File: config.mk
export PLATFORM = sky130hd
export DESIGN_NAME = npc_sequencer
export DESIGN_NICKNAME = d
export VERILOG_FILES = /design/src/rtl/npc_sequencer.sv
export SDC_FILE = /design/constraint.sdc
export NUM_CORES = 1
export LEC_CHECK = 0
export BUFFER_PORTS_ARGS = -buffer_cell sky130_fd_sc_hd__buf_4
export CAP_MARGIN = 20
export CORE_UTILIZATION = 54
export CTS_BUF_LIST = sky130_fd_sc_hd__clkbuf_4 sky130_fd_sc_hd__clkbuf_8 sky130_fd_sc_hd__clkbuf_16
export DETAILED_ROUTE_END_ITERATION = 10
export PLACE_DENSITY = 0.84
export SYNTH_ARGS = -nofsm -noshare
export SYNTH_HDL_FRONTEND = slang
export SYNTH_SLANG_ARGS = --single-unit
File: constraint.sdc
create_clock -name clk -period 7 [get_ports clk]
set_input_delay 1.4 -clock clk [delete_from_list [all_inputs] [get_ports clk]]
set_output_delay 1.4 -clock clk [all_outputs]
set_load 0.01 [all_outputs]
File: src/rtl/npc_sequencer.sv
// Multi-cycle fetch/execute/memory/writeback sequencer for a non-pipelined core.
// Owns pc, the latched instruction word, the retire counter and the halt state.
module npc_sequencer #(
  parameter logic [31:0] RESET_PC = 32'h8000_0000
) (
  input  logic        clk,
  input  logic        rst,
  output logic        imem_req,
  input  logic        imem_gnt,
  input  logic        imem_rvalid,
  input  logic [31:0] imem_rdata,
  output logic        dmem_req,
  input  logic        dmem_gnt,
  input  logic        dmem_rvalid,
  input  logic        is_mem,
  input  logic        is_ebreak,
  input  logic        is_jump,
  input  logic [31:0] jump_target,
  input  logic        wr_rd,
  output logic [31:0] pc,
  output logic [31:0] inst,
  output logic        rf_we,
  output logic        retire,
  output logic [31:0] instret,
  output logic        halt
);

  typedef enum logic [2:0] {
    FETCH, IWAIT, EXEC, MREQ, MWAIT, WB, HALT
  } state_t;

  localparam logic [31:0] NOP = 32'h0000_0013;

  state_t state;
  state_t state_next;
  logic   inst_load;
  logic   wr_q;

  always_comb begin
    // NOTE: every combinational output gets a default first, so no path can infer a latch.
    state_next = state;
    inst_load  = 1'b0;
    case (state)
      FETCH: begin
        if (imem_gnt && imem_rvalid) begin
          inst_load  = 1'b1;
          state_next = EXEC;
        end else if (imem_gnt) begin
          state_next = IWAIT;
        end
      end
      IWAIT: begin
        if (imem_rvalid) begin
          inst_load  = 1'b1;
          state_next = EXEC;
        end
      end
      EXEC: begin
        if (is_ebreak)   state_next = HALT;
        else if (is_mem) state_next = MREQ;
        else             state_next = WB;
      end
      MREQ: begin
        if (dmem_gnt && dmem_rvalid) state_next = WB;
        else if (dmem_gnt)           state_next = MWAIT;
      end
      MWAIT:   if (dmem_rvalid) state_next = WB;
      WB:      state_next = FETCH;
      HALT:    state_next = HALT;
      default: state_next = FETCH;
    endcase
  end

  // NOTE: sequential state uses non-blocking assignments so every register samples pre-edge values.
  always_ff @(posedge clk or posedge rst) begin
    if (rst) begin
      state   <= FETCH;
      pc      <= RESET_PC;
      inst    <= NOP;
      instret <= '0;
      wr_q    <= 1'b0;
    end else begin
      state <= state_next;
      if (inst_load) inst <= imem_rdata;
      // wr_rd is captured in EXEC so rf_we depends on registered state only.
      if (state == EXEC) wr_q <= wr_rd;
      if (state == WB) begin
        instret <= instret + 32'd1;
        pc      <= is_jump ? (jump_target & 32'hFFFF_FFFC) : pc + 32'd4;
      end
    end
  end

  // Reset parks the FSM in FETCH, so the fetch request is held off until release.
  assign imem_req = (state == FETCH) && !rst;
  assign dmem_req = (state == MREQ);
  assign retire   = (state == WB);
  assign rf_we    = (state == WB) && wr_q;
  assign halt     = (state == HALT);

endmodule

# After elaboration in Yosys (flattened, before gate mapping)
# Index checks and enable logic that the tools add are counted.
totals:
  reg_bits: 100
  output_inout_bits: 101
  word_cells: 37
op_classes:
  add_sub_neg: 2
  eq_ne: 10
  mux: 13
  n_reduce_logical: 7
ops:
  columns: ["operator", "count"]
  rows:
  - ["adder 32 x 1 -> 32 bit (second input constant)", 1]
  - ["adder 32 x 3 -> 32 bit (second input constant)", 1]
  - ["two-way mux 32 bit", 1]
  - ["two-way mux 3 bit", 8]
  - ["case mux 3 bit (6 select lines)", 1]
  - ["equality test 3 bit (second input constant)", 3]
  - ["equality test 3 x 2 -> 1 bit (second input constant)", 2]
  - ["logical AND 1 bit", 4]
  - ["inequality test 2 bit (second input constant)", 2]
  - ["AND reduction 4 bit", 1]
  - ["equality test 3 x 1 -> 1 bit (second input constant)", 1]
  - ["logical NOT 3 bit", 1]
  - ["inequality test 3 x 1 -> 1 bit (second input constant)", 1]
  - ["inequality test 3 bit (second input constant)", 1]
  - ["two-way mux 1 bit", 2]
  - ["case mux 1 bit (2 select lines)", 1]
  - ["logical NOT 1 bit", 1]

# Longest topological paths before layout
depth:
  word_depth: 3
  depth_mapped: 7

# Worst setup path after synthesis
# No wires, ideal clock.
synth_timing:
  path_kind: "input-to-output"
  start: "input port rst"
  end: "output port imem_req"
  arrival_ns: 1.753
  t_required_ns: 5.600
  slack_ns: 3.847
  path_stages: 1
  path_buffers: 0
  path_cell_list: "nor4_1"
synth_via:
  elab_chain_cells: 2
synth_rtl:
  columns: ["item", "line_no", "text"]
  rows:
  - ["start, declared", "7", "input logic rst,"]
  - ["logical NOT 1 bit", "95", "assign imem_req = (state == FETCH) && !rst;"]
  - ["logical AND 1 bit", "95", null]
  - ["end, declared", "8", "output logic imem_req,"]
# No other way between the ends.

# Worst setup path after layout
layout_timing:
  start: "register state[2]"
  end: "output port rf_we"
layout_via:
  elab_chain_cells: 2
layout_rtl:
  columns: ["item", "line_no", "text"]
  rows:
  - ["start, declared", "34", "state_t state;"]
  - ["start signal, assigned", "83", "state <= state_next;"]
  - ["equality test 3 bit", "98", "assign rf_we = (state == WB) && wr_q;"]
  - ["logical AND 1 bit", "98", null]
  - ["end, declared", "22", "output logic rf_we,"]
# No other way between the ends.

==> flow_summary.yaml <==
clock_tree:
  cts_setup_buffers: 0
  cts_buffer_depth: 2
  numClockSinks: 98
  postCtsHoldBufs: 0
  cts_tree: "done"
  cts_resized: 0
  clock_latency_ns: 0.37
  cts_max_level: 3
  cts.reportedPaths.clkPinSlew_ns: 0.09
  cts_buffers: 9
  cts_root_buf: "clkbuf_8"
synthesis:
  syn_area_mm2: 0.00495
  synth_cell_type_count: 50
  netlist_top_cells_count: "dfrtp_1, mux2_2, nand2_1, o21ai_0, nor2_1"
  yosys.area.top_type_share_pct: 47.6
  syn_avg_cell_area_um2: 10.2
  synthTopCellsByArea: "dfrtp_1, mux2_2, xor2_1"
  synth-edff-count: 0
  yosysWarningCount: 0
  synthArstFlopShare_pct: 100
  ys_ff_latch: 98
  synth_cells: 483
  yosysMostFrequentCell: "dfrtp_1"
  synth_top_flop_cell: "dfrtp_1"
  synth_largest_area_cell: "dfrtp_1"
  yosysSeqAreaShare_pct: 49.7
layout:
  num_antenna_cells: 0
  final_net_count: 714
  drive_gt1_share_pct: 36.7
  syn2layout_area_growth_pct: 30.4
  final_cells: 751
power_and_ir_drop:
  vdd_ir_drop_max_uv: 234
  switchingPower_uw: 798
  p_leak_nw: 3.06
  switching_share_pct: 36.4
  seq_power_share_pct: 44.0
  power_density_mw_per_mm2: 340
  pwr-share-clk_pct: 17.3
  internal_power_mw: 1.40
  combPwrFrac_pct: 38.7
timing:
  hold_viol_final: 0
  setup_tns_ns: 0
  finalCritPeriodShare_pct: 54.0
  slew_violations: 0
  setup_viol: 0
  worstMarginPinSlew_ns: 0.889
  grt_setup_unrepaired: "false"
  max-slew-margin-rel_pct: 40.7
  max_freq_mhz: 264
  skew_ns: 0.0113
  period_minus_slack_ns: 3.78
place:
  dp_cells: 734
  port_buffers: 170
  gp_congestion: 0.842
  dpl.hpwl_um: 8650
floorplan:
  die_area_mm2: 0.00955
  fp-row-count: 34
  fp.dieH_um: 97.7
  die_width_um: 97.7
  pin_count: 175
  initial_utilization_pct: 56.2
  fp.coreArea_mm2: 0.00881
routing:
  wl_per_cell_um: 16.3
  ant_nets: 0
  initialDrtViolationCount: 263
  viasPerCell: 5.85
  routed_wl_um: 12300
  vias: 4391
  drtPass1Iterations: 8
  drc_errors: 14
worst_setup_path:
  path_buf_inv: 2
  crit_type: "flip-flop to output port"
  crit_family: "buffers and inverters"
  worstPathCellList: "nand3b_4 > inv_2 > and2_1 > buf_4"
  critPathRequiredTime_ns: 5.60
  critPathMaxStageDelay_ns: 0.69
  cp_slowest_cell: "inv_2"
  cp-start-kind: "flip-flop"
  arrival_ns: 2.38
  crit_path_end_kind: "output port"
  crit_fanout: 45
global_route:
  grt_pass1_vias: 4158
  overflow: 0
  track_usage_pct: 26.5
  grt_pass1_wl_um: 20300
  antenna_found_initial: 0
  grt_max_degree: 70
hold_path:
  hp-class: "flip-flop to flip-flop"
job:
  cap_viol_max_count: 0
status:
  outcome: "finished with violations"
  violations: "DRC"
-- flip-flops by register name (all words and copies together), names as in the netlist --
| name | flops |
|---|---|
| inst | 32 |
| instret | 32 |
| pc | 30 |
| state | 3 |
| wr_q | 1 |
-- cell families (layout without fill, tap and decap cells) --
family | Yosys count | count (layout) | share of synthesized area, %
other cells | 1 | 2 | 0.0758
buf+inv | 47 | 206 | 4.22
xor+xnor | 31 | 31 | 5.49
compound gates | 90 | 90 | 11.8
simple gates | 179 | 179 | 20.3
fa+ha+maj | 2 | 2 | 0.506
flops | 98 | 98 | 49.7
mux | 35 | 35 | 7.92
-- final timing paths --
path	cells past startpoint	startpoint	endpoint	slack, ns
worst max register to register	5	state[2]	instret[11]	4.27
worst max-delay path	4	state[2]	rf_we	3.22
min in group asynchronous	2	rst	inst[20]	1.01
worst min register to register	1	instret[31]	instret[31]	0.48
max in group asynchronous	3	rst	pc[25]	4.77
worst min-delay path	1	instret[31]	instret[31]	0.48
-- layout by cell type, fill, tap and decap left out, types with 15 or more instances in the layout --
cell	n
a21oi_1	15
buf_4	173
dfrtp_1	94
mux2_2	33
nand2_1	29
nand3_1	25
nand4_1	20
nor2_1	28
nor3_1	26
o21ai_0	29
xor2_1	22
-- stage by stage --
stage / hold WS [ns] / instance area (µm²) / power, mW / util [%] / setup WS [ns]
floorplan: 0.472 / 4950 / 1.41 / - / 3.04
global placement: 0.461 / 6240 / 1.79 / 70.9 / 3.63
detailed placement: 0.472 / 6240 / 1.83 / 70.9 / 3.64
CTS: 0.484 / 6440 / 2.20 / 73.2 / 3.24
global route: 0.496 / 6450 / 2.33 / 73.2 / 3.08
finish: 0.476 / 6450 / 2.19 / 73.2 / 3.22
-- final cells by class --
cell class | count | area [µm²]
fillers | 634 | 2360
well taps | 108 | 135
multi-input cells | 339 | 2290
flip-flops and latches | 98 | 2460
repair buffers | 174 | 1300
clock buffers | 11 | 139
inverters | 16 | 62.6
clock inverters | 5 | 62.6
-- worst reg2reg max path, delay by kind of cell (launching register included) --
kind                      cells  cell delay [ns]
xor gates and xnor gates      1             0.18
and+or+nand+nor               3             1.21
buffers and inverters         1             0.70
DFF                           1             0.57
-- power groups by stage --
stage | Clock, mW | Combinational (mW) | Sequential [mW]
floorplan | 0 | 0.410 | 1.00
global placement | 0 | 0.832 | 0.963
detailed placement | 0 | 0.854 | 0.972
CTS | 0.384 | 0.855 | 0.963
global route | 0.405 | 0.926 | 1.00
finish | 0.379 | 0.849 | 0.966
-- routing by layer --
metal / vias up / track usage [%] / wire [µm] / part of all wire, %
li1: 2080 / - / - / -
met3: 27 / 5.25 / 829 / 6.8
met5: - / 0 / 0 / 0
met2: 166 / 41.2 / 5910 / 48
met1: 2118 / 36.6 / 5200 / 42
met4: 0 / 10.8 / 313 / 2.6
Power figures use the tool's default switching activity.
